### config.mk
export PLATFORM = sky130hd
export DESIGN_NAME = fp_addsub_flat
export DESIGN_NICKNAME = d
export VERILOG_FILES = /design/src/rtl/fp_addsub_if.sv /design/src/rtl/fp_addsub.sv /design/src/flat_wrapper.sv
export SDC_FILE = /design/constraint.sdc
export NUM_CORES = 1
export LEC_CHECK = 0
export CORE_MARGIN = 4
export CORE_UTILIZATION = 61
export DETAILED_ROUTE_END_ITERATION = 12
export DONT_BUFFER_PORTS = 1
export PLACE_DENSITY_LB_ADDON = 0.12
export SYNTH_ARGS = -nofsm -noshare
export SYNTH_HDL_FRONTEND = slang
export SYNTH_SLANG_ARGS = --single-unit
### constraint.sdc
create_clock -name clk -period 6.7 [get_ports clk]
set_input_delay 0.67 -clock clk [delete_from_list [all_inputs] [get_ports clk]]
set_output_delay 0.67 -clock clk [all_outputs]
set_load 0.01 [all_outputs]
### src/rtl/fp_addsub_if.sv
// fp_addsub_if: operand/result handshake bundle for fp_addsub.
// Signals:
//   in_valid/in_ready  - operand pair (a, b, op_sub) handshake
//   out_valid/out_ready - result (result, zero, ovf) handshake
// Modports:
//   master - producer of operands / consumer of results
//   slave  - the adder itself
interface fp_addsub_if #(
    parameter int EXP_W = 8,
    parameter int MAN_W = 23
);
    localparam int W = 1 + EXP_W + MAN_W;

    logic         in_valid;
    logic         in_ready;
    logic [W-1:0] a;
    logic [W-1:0] b;
    logic         op_sub;
    logic         out_valid;
    logic         out_ready;
    logic [W-1:0] result;
    logic         zero;
    logic         ovf;

    modport master (
        output in_valid, a, b, op_sub, out_ready,
        input  in_ready, out_valid, result, zero, ovf
    );

    modport slave (
        input  in_valid, a, b, op_sub, out_ready,
        output in_ready, out_valid, result, zero, ovf
    );
endinterface

### src/rtl/fp_addsub.sv
// fp_addsub: multi-cycle floating-point adder/subtractor
// (IDLE -> ALIGN -> ADD -> NORM -> DONE), one operation in flight.
// Ports:
//   clk   - clock, rising edge
//   reset - asynchronous, active-high; aborts any operation
//   bus   - fp_addsub_if.slave: in_valid/in_ready, a, b, op_sub,
//           out_valid/out_ready, result, zero, ovf
// Option macro FP_ADDSUB_ROUND_EN: round to nearest even in NORM;
// when undefined the result is truncated (round toward zero).
module fp_addsub #(
    parameter int EXP_W = 8,
    parameter int MAN_W = 23
) (
    input  logic        clk,
    input  logic        reset,
    fp_addsub_if.slave  bus
);
    localparam int W    = 1 + EXP_W + MAN_W;
    // carry | hidden | fraction | guard | round | sticky
    localparam int SW   = MAN_W + 5;
    // exponent with headroom for carry/round and a sign bit
    localparam int XW   = EXP_W + 2;
    localparam int LW   = $clog2(SW) + 1;
    localparam int EMAX = (1 << EXP_W) - 1;
`ifdef FP_ADDSUB_ROUND_EN
    localparam int MW   = MAN_W + 2;
`endif

    typedef enum logic [2:0] {
        S_IDLE,
        S_ALIGN,
        S_ADD,
        S_NORM,
        S_DONE
    } state_t;

    state_t state_q, state_d;

    logic [W-1:0]     a_q, a_d;
    logic [W-1:0]     b_q, b_d;
    logic [SW-1:0]    big_q, big_d;
    logic [SW-1:0]    small_q, small_d;
    logic [SW-1:0]    sum_q, sum_d;
    logic [EXP_W-1:0] exp_q, exp_d;
    logic             sign_q, sign_d;
    logic             sub_q, sub_d;
    logic [W-1:0]     result_q, result_d;
    logic             zero_q, zero_d;
    logic             ovf_q, ovf_d;
    logic             out_valid_q, out_valid_d;
    logic             in_ready_q, in_ready_d;

    // ---------------- align datapath ----------------
    logic [EXP_W-1:0] ea, eb, el, es, diff;
    logic [MAN_W-1:0] fa, fb;
    logic             a_ge_b;
    logic [SW-1:0]    sig_l, sig_s, sig_sh, mask;
    logic             al_sign;

    always_comb begin
        ea = a_q[W-2 -: EXP_W];
        eb = b_q[W-2 -: EXP_W];
        // zero exponent flushes the whole operand to zero
        fa = (ea == '0) ? '0 : a_q[MAN_W-1:0];
        fb = (eb == '0) ? '0 : b_q[MAN_W-1:0];
        a_ge_b = {ea, fa} >= {eb, fb};
        el = a_ge_b ? ea : eb;
        es = a_ge_b ? eb : ea;
        sig_l = {1'b0, el != '0, a_ge_b ? fa : fb, 3'b000};
        sig_s = {1'b0, es != '0, a_ge_b ? fb : fa, 3'b000};
        diff = el - es;
        mask = ~({SW{1'b1}} << diff);
        if (int'(diff) > MAN_W + 3) begin
            sig_sh = {{(SW-1){1'b0}}, |sig_s};
        end else begin
            sig_sh = sig_s >> diff;
            // bits shifted out collapse into the sticky position
            sig_sh[0] = sig_sh[0] | (|(sig_s & mask));
        end
        al_sign = a_ge_b ? a_q[W-1] : b_q[W-1];
    end

    // ---------------- normalise / round ----------------
    logic [LW-1:0]    lzc;
    logic             found;
    logic [SW-1:0]    norm;
    logic [XW-1:0]    xp, xr;
    logic [MAN_W-1:0] frac;
    logic             nm_zero, nm_ovf;
    logic [W-1:0]     nm_result;
    logic             nm_unused;
`ifdef FP_ADDSUB_ROUND_EN
    logic             rnd_up;
    logic [MW-1:0]    man_r;
`endif

    always_comb begin
        lzc   = LW'(SW - 1);
        found = 1'b0;
        for (int i = SW - 2; i >= 0; i--) begin
            if (!found && sum_q[i]) begin
                lzc   = LW'(SW - 2 - i);
                found = 1'b1;
            end
        end
        if (sum_q[SW-1]) begin
            norm = {1'b0, sum_q[SW-1:2], sum_q[1] | sum_q[0]};
            xp   = {2'b00, exp_q} + XW'(1);
        end else begin
            norm = sum_q << lzc;
            xp   = {2'b00, exp_q} - XW'(lzc);
        end
`ifdef FP_ADDSUB_ROUND_EN
        // nearest-even: up when guard set and (round|sticky|lsb)
        rnd_up = norm[2] & (norm[1] | norm[0] | norm[3]);
        man_r  = {1'b0, norm[SW-2:3]} + MW'(rnd_up);
        if (man_r[MAN_W+1]) begin
            frac = man_r[MAN_W:1];
            xr   = xp + XW'(1);
        end else begin
            frac = man_r[MAN_W-1:0];
            xr   = xp;
        end
        nm_unused = norm[SW-1];
`else
        frac      = norm[MAN_W+2:3];
        xr        = xp;
        nm_unused = ^{norm[SW-1:SW-2], norm[2:0]};
`endif
        nm_zero = (sum_q == '0) || xp[XW-1] || (xp == '0);
        nm_ovf  = !nm_zero && (xr >= XW'(EMAX));
        if (nm_zero) begin
            nm_result = '0;
        end else if (nm_ovf) begin
            nm_result = {sign_q, {EXP_W{1'b1}}, {MAN_W{1'b0}}};
        end else begin
            nm_result = {sign_q, xr[EXP_W-1:0], frac};
        end
    end

    // ---------------- control ----------------
    always_comb begin
        state_d     = state_q;
        a_d         = a_q;
        b_d         = b_q;
        big_d       = big_q;
        small_d     = small_q;
        sum_d       = sum_q;
        exp_d       = exp_q;
        sign_d      = sign_q;
        sub_d       = sub_q;
        result_d    = result_q;
        zero_d      = zero_q;
        ovf_d       = ovf_q;
        out_valid_d = out_valid_q;
        in_ready_d  = in_ready_q;
        unique case (state_q)
            S_IDLE: begin
                if (bus.in_valid) begin
                    a_d        = bus.a;
                    b_d        = {bus.b[W-1] ^ bus.op_sub, bus.b[W-2:0]};
                    in_ready_d = 1'b0;
                    state_d    = S_ALIGN;
                end
            end
            S_ALIGN: begin
                big_d   = sig_l;
                small_d = sig_sh;
                exp_d   = el;
                sign_d  = al_sign;
                sub_d   = a_q[W-1] ^ b_q[W-1];
                state_d = S_ADD;
            end
            S_ADD: begin
                sum_d   = sub_q ? big_q - small_q : big_q + small_q;
                state_d = S_NORM;
            end
            S_NORM: begin
                result_d    = nm_result;
                zero_d      = nm_zero;
                ovf_d       = nm_ovf;
                out_valid_d = 1'b1;
                state_d     = S_DONE;
            end
            S_DONE: begin
                if (bus.out_ready) begin
                    out_valid_d = 1'b0;
                    in_ready_d  = 1'b1;
                    state_d     = S_IDLE;
                end
            end
            default: state_d = S_IDLE;
        endcase
    end

    always_ff @(posedge clk or posedge reset) begin
        if (reset) begin
            state_q     <= S_IDLE;
            a_q         <= '0;
            b_q         <= '0;
            big_q       <= '0;
            small_q     <= '0;
            sum_q       <= '0;
            exp_q       <= '0;
            sign_q      <= 1'b0;
            sub_q       <= 1'b0;
            result_q    <= '0;
            zero_q      <= 1'b0;
            ovf_q       <= 1'b0;
            out_valid_q <= 1'b0;
            in_ready_q  <= 1'b1;
        end else begin
            state_q     <= state_d;
            a_q         <= a_d;
            b_q         <= b_d;
            big_q       <= big_d;
            small_q     <= small_d;
            sum_q       <= sum_d;
            exp_q       <= exp_d;
            sign_q      <= sign_d;
            sub_q       <= sub_d;
            result_q    <= result_d;
            zero_q      <= zero_d;
            ovf_q       <= ovf_d;
            out_valid_q <= out_valid_d;
            in_ready_q  <= in_ready_d;
        end
    end

    assign bus.in_ready  = in_ready_q;
    assign bus.out_valid = out_valid_q;
    assign bus.result    = result_q;
    assign bus.zero      = zero_q;
    assign bus.ovf       = ovf_q;
endmodule
### src/flat_wrapper.sv
// flat-port wrapper written by rule: the top's interface ports become plain ports
module fp_addsub_flat 
#(
    parameter int EXP_W = 8,
    parameter int MAN_W = 23
)
  (clk, reset, bus_in_valid, bus_a, bus_b, bus_op_sub, bus_out_ready, bus_in_ready, bus_out_valid, bus_result, bus_zero, bus_ovf);
  fp_addsub_if #(.EXP_W(EXP_W), .MAN_W(MAN_W)) bus_i ();
  input  logic clk;
  input  logic reset;
  input wire logic [$bits(bus_i.in_valid)-1:0] bus_in_valid;
  input wire logic [$bits(bus_i.a)-1:0] bus_a;
  input wire logic [$bits(bus_i.b)-1:0] bus_b;
  input wire logic [$bits(bus_i.op_sub)-1:0] bus_op_sub;
  input wire logic [$bits(bus_i.out_ready)-1:0] bus_out_ready;
  output wire logic [$bits(bus_i.in_ready)-1:0] bus_in_ready;
  output wire logic [$bits(bus_i.out_valid)-1:0] bus_out_valid;
  output wire logic [$bits(bus_i.result)-1:0] bus_result;
  output wire logic [$bits(bus_i.zero)-1:0] bus_zero;
  output wire logic [$bits(bus_i.ovf)-1:0] bus_ovf;
  assign bus_i.in_valid = bus_in_valid;
  assign bus_i.a = bus_a;
  assign bus_i.b = bus_b;
  assign bus_i.op_sub = bus_op_sub;
  assign bus_i.out_ready = bus_out_ready;
  assign bus_in_ready = bus_i.in_ready;
  assign bus_out_valid = bus_i.out_valid;
  assign bus_result = bus_i.result;
  assign bus_zero = bus_i.zero;
  assign bus_ovf = bus_i.ovf;
  fp_addsub #(.EXP_W(EXP_W), .MAN_W(MAN_W)) u_core (.clk(clk), .reset(reset), .bus(bus_i));
endmodule
-- Word-level counts from Yosys, hierarchy flattened
Cells that the tools add are included.
- bits in registers: 193
- output and inout port bits: 36
- logic and storage cells: 182
- add/subtract/negate cells: 5
- magnitude comparators: 3
- eq/ne operators: 6
- shifts and indexed selects: 3
- muxes and demuxes: 74
- bitwise operators: 6
- reduce and logical (&&, ||, !) cells: 71
- operators by type and width (operator ; number):
    5-bit 2-to-1 mux ; 27
    23-bit 2-to-1 mux ; 4
    28-bit 2-to-1 mux ; 2
    32-bit 2-to-1 mux ; 1
    31-bit greater-or-equal comparator ; 1
    31-bit 2-to-1 mux ; 1
    1-bit 2-to-1 mux ; 30
    27-bit by 28-bit adder with 28-bit output ; 1
    27-bit by 28-bit AND with 28-bit output ; 1
    28-bit logical NOT ; 1
    28-bit inverter ; 1
    28-bit OR reduction ; 1
    28-bit by 5-bit << shifter with 26-bit output ; 1
    28-bit by 8-bit << shifter with 28-bit output, first input constant ; 1
    27-bit by 8-bit right shift with 28-bit output ; 1
    27-bit by 28-bit subtractor with 28-bit output ; 1
    1-bit logical AND ; 27
    1-bit logical NOT ; 27
    26-bit 2-to-1 mux ; 1
    24-bit OR reduction ; 1
    8-bit logical NOT ; 2
    8-bit 2-to-1 mux ; 2
    8-bit nonzero test ; 2
    3-bit case mux with 5 select lines ; 1
    other kinds (20) ; 30

-- Longest topological paths before layout
- depth after elaboration: 87
- gate-level depth with buffers: 28
- depth with buffers taken out: 23

-- Worst setup path before layout
OpenSTA, ideal clock, no wires.
- path type: reg2reg
- start: register u_core.a_q[27]
- end: register u_core.small_q[7]
- arrival time: 5.319 ns
- data required time: 6.570 ns
- slack: 1.251 ns
- cell stages (with the launch flop): 28
- cells stage by stage: dfrtp_1 nor4_1 nand2_1 clkbuf_1 nand2_1 inv_1 ha_1 a21o_1 o2111ai_1 a31oi_1 nor3_2 buf_2 buf_2 clkbuf_1 clkbuf_1 nor2_1 nor2_1 ha_1 o2111ai_1 and3_1 o31ai_1 nor2_4 buf_4 buf_2 o211ai_1 o22ai_1 a22oi_1 o21ai_0
- word-level cells in the longest chain between the ends: 7
- RTL lines (what ; RTL line ; text):
    start: declaration ; fp_addsub.sv:39 ; logic [W-1:0] a_q, a_d;
    start signal: assignment ; fp_addsub.sv:199 ; a_q <= '0;
    start signal: assignment ; fp_addsub.sv:214 ; a_q <= a_d;
    8-bit logical NOT ; fp_addsub.sv:64 ; fa = (ea == '0) ? '0 : a_q[MAN_W-1:0];
    23-bit 2-to-1 mux ; fp_addsub.sv:64 ;
    31-bit greater-or-equal comparator ; fp_addsub.sv:66 ; a_ge_b = {ea, fa} >= {eb, fb};
    8-bit 2-to-1 mux, on equally long branches ; fp_addsub.sv:67, fp_addsub.sv:68 ;
    8-bit subtractor / 8-bit nonzero test (equally long branches) ; fp_addsub.sv:71, fp_addsub.sv:70 ;
    27-bit by 8-bit right shift with 28-bit output / 8-bit by 5-bit greater-than comparator with 1-bit output (equally long branches) ; fp_addsub.sv:76, fp_addsub.sv:73 ;
    28-bit 2-to-1 mux (*) ; fp_addsub.sv:73 ; if (int'(diff) > MAN_W + 3) begin
    end signal: assignment ; fp_addsub.sv:217 ; small_q <= small_d;
    end: declaration ; fp_addsub.sv:42 ; logic [SW-1:0] small_q, small_d;
Every way passes the cells marked *; elsewhere a longest branch is shown, timed or not.
A chain may end at the register's enable or synchronous reset.

-- Worst setup path after layout
- start: register u_core.sum_q[23]
- end: register u_core.result_q[11], in the netlist u_core.bus.result[11]
- word-level cells in the longest chain between the ends: 79
- RTL lines (what ; RTL line ; text):
    start: declaration ; fp_addsub.sv:43 ; logic [SW-1:0] sum_q, sum_d;
    start signal: assignment ; fp_addsub.sv:218 ; sum_q <= sum_d;
    parallel branches: the longest is 78 deep, another holds 1-bit logical AND ; -- ;
    32-bit 2-to-1 mux (*) ; fp_addsub.sv:132 ; if (nm_zero) begin
    end signal: assignment ; fp_addsub.sv:222 ; result_q <= result_d;
    end: declaration ; fp_addsub.sv:47 ; logic [W-1:0] result_q, result_d;
Every way passes the cells marked *.

==> summary.txt <==
Period minus WS final: 6026 ps
Number of global-route vias before repair: 12,630
Area leader, netlist: dfrtp_1
Critical path origin: u_core.sum_q[23]
Largest net degree at the start of global routing: 126
Maxcap violations: 0
Rel. slew slack: 0.3675
Total GRT Usage: 0.3207
Status: finished clean
Drt pass-1 iters: 8
Max Slew Vio Count: 0
R2R Setup Slk: 670 ps
Crit path largest cell delay: 610 ps
Worst Setup EP: u_core.bus.result[11]
Root Driver: clkbuf_16
Post-route DRC: 0
Setup crit start kind: register
Max Clock Freq: 0.1660 GHz
RSZ-0062 raised after global routing: false
Mapped Cells: 1,789
Least-Margin Pin Slew: 946.5 ps
Post-CTS setup buffers: 0
Clock sinks: 192
Syn nets: 1,948
CP Data Required Time: 7070 ps
CTS Buffer Depth: 2
Share of cells above drive strength 1: 0.1006
1st-iter DRT viols: 1,422
Netlist Area Pre-Place: 14,780 sq um
RD Place Congestion: 0.9522
Ys Warns: 0
Row count: 56
Setup violators final: 0
Distinct cell type count after synthesis: 83
Seq/Total Area, Yosys: 0.3253
PostCTS Resize Cnt: 0
Drt wl/cell: 20.48 um
Fraction of registers with async set/reset: 1.000
Core region area: 23,680 sq um
Final Worst Setup Slack: 674.2 ps
Final Skew: 14.48 ps
Setup TNS: 0 ps
Crit-path cells: or4_4, nor2b_4, nand2_2, nor3_4, inv_2, nor3_2, a21oi_2, inv_4, ha_1, fa_1, nor2b_1, o21ai_0, a21boi_0, or4_1, nor3_1, a31o_2, nor2_1, nand2_1, o31ai_1, buf_4, nor2_1, nand3_1, nand3b_1, nand2_1
Setup CP Type: reg -> reg
IO Port Bufs: 0
First-pass GRT wire length: 68,610 um
Clock latency at the later pin of the worst-skew pair: 440 ps
Post-Place Setup Slack: 721.1 ps
Crit path DAT: 6400 ps
Die Span X: 163.6 um
Worst r2r dst: u_core.bus.result[11]
CP max stage cell: or4_4
HPWL after detailed placement: 32,160 um
Hold-fix buffers, CTS: 0
CTS tree: done
Final ANT Viol Nets: 0
Worst hold path class: in -> async
Top Ports: 105
Final instance count without filler cells: 2,068
Mean Syn Cell Area: 8.259 sq um
Total congestion overflow: 0
H-tree Lvls: 4
Initial antenna violation count: 0
Synth area leaders: dfrtp_1, ha_1, nand2_1
Via count: 13,300
Post-synth EDFFs: 0
CP Max Fanout: 12
Fin. Hold Viols: 0
Final nets: 1,895
Ant diodes: 0
Yosys top cell area share: 0.3235
FF+latch count, synth: 192
Final period util: 0.8994
Die ar.: 26,780 sq um
CTS Buf Count: 17
RR Startpoint: u_core.sum_q[23]
Reg2Reg Depth: 24
CP Capture Type: register
Placed Cells: 2,036
Die height: 163.6 um
Main synth FF type: dfrtp_1
Routed wire length: 42,360 um
Vias per inst: 6.431
Clock transition at the registers of the reported paths: 80 ps
Starting density of the core: 0.6239
Area Growth Syn to Fin: 5.394%
==> worst min path at each step <==
stage | cells after the start | to | slack [ps]
floorplan | 2 | u_core.sign_q | 450
global route | 1 | u_core.b_q[24] | 290
finish | 1 | u_core.b_q[23] | 200
global placement | 2 | u_core.sign_q | 470
CTS | 1 | u_core.b_q[24] | 260
detailed placement | 2 | u_core.sign_q | 480
==> routing by layer <==
layer | vias up | wire length [um] | GRT usage
li1 | 6289 | - | -
met1 | 6363 | 18620 | 0.4562
met2 | 564 | 19290 | 0.4944
met3 | 83 | 3116 | 0.06132
met4 | 0 | 1336 | 0.1067
met5 | - | 0 | 0
==> sequential cells by signal, summed over array words and instances (netlist names), 3 cells and up <==
name               count
u_core.a_q            32
u_core.bus.result     32
u_core.big_q          24
u_core.sum_q          28
u_core.b_q            32
u_core.exp_q           8
u_core.state_q         3
u_core.small_q        27
==> cells by family after synthesis <==
kind of cell | after synthesis | share of synthesized area
muxes | 169 | 0.1289
adders and majority gates | 90 | 0.07723
xor gates and xnor gates | 39 | 0.02363
and+or+nand+nor | 575 | 0.1727
DFF | 192 | 0.3253
AOI/OAI and AO/OA | 512 | 0.2139
buffers and inverters | 212 | 0.05834
==> metrics by stage <==
step	cell area (sq um)	hold slack [ps]	utilization
6_report	15570	195.8	0.6575
5_1_grt	15570	292.5	0.6575
4_1_cts	15570	263.5	0.6575
3_5_place_dp	15010	478.6	0.6337
3_3_place_gp	15010	468.7	0.6337
2_1_floorplan	14780	449.8	-
==> cell type report <==
class | count | area (sq um)
Fill cell | 2075 | 8110
Tap cell | 319 | 399.1
Timing Repair Buffer | 32 | 240.2
Multi-Input combinational cell | 1385 | 9148
Inverter | 108 | 415.4
Sequential cell | 192 | 4806
Clock buffer | 19 | 442.9
Clock inverter | 13 | 121.4
==> synth_stat cells, types with 7 or more instances <==
master    instances
nand2_1         262
dfrtp_1         191
o21ai_0         180
nor2_1          149
inv_1           104
a21oi_1          99
ha_1             88
mux2i_1          83
mux2_2           76
clkbuf_1         75
a31oi_1          45
nor3_1           36
xnor2_1          30
nand3_1          28
a21o_1           22
a211oi_1         20
o22ai_1          20
nor4_1           18
a22oi_1          16
o211ai_1         16
buf_2            15
nor2b_1          15
o31ai_1          15
nand2b_1         13
a22o_1            9
mux4_2            9
buf_4             8
xor2_1            8
and2_1            7
or3_1             7
==> critical path: cells and delay by family (launching register included) <==
family / cells / cell delay [ps]
and+or+nand+nor: 14 / 3820
AOI/OAI and AO/OA: 5 / 740
buffers and inverters: 3 / 570
DFF: 1 / 460
adders and majority gates: 2 / 370
==> layout by cell type, fill, tap and decap left out, types with 5 or more instances in the layout <==
cell type / count
nand3_1: 28
xnor2_1: 29
buf_4: 32
o221ai_1: 6
and3_1: 6
xor2_1: 8
nand4_1: 5
o21a_1: 6
nor4_1: 18
o31ai_1: 15
clkbuf_16: 17
a31oi_1: 45
o211ai_1: 16
nor3_1: 36
nand2_1: 261
mux2_2: 76
inv_1: 103
ha_1: 88
a2111oi_0: 5
a211oi_1: 20
o41ai_1: 5
mux2i_1: 83
or3_1: 7
a21oi_1: 98
a21boi_0: 5
dfrtp_1: 191
and2_1: 7
nor2_1: 148
o21ai_0: 180
a22oi_1: 16
nand2b_1: 12
a22o_1: 9
inv_6: 6
mux4_2: 9
o22ai_1: 20
a21o_1: 22
nor2b_1: 15
nand3b_1: 6
Power is not shown: default switching activity piles up to over one toggle a cycle in this logic, so the estimate is an artifact.
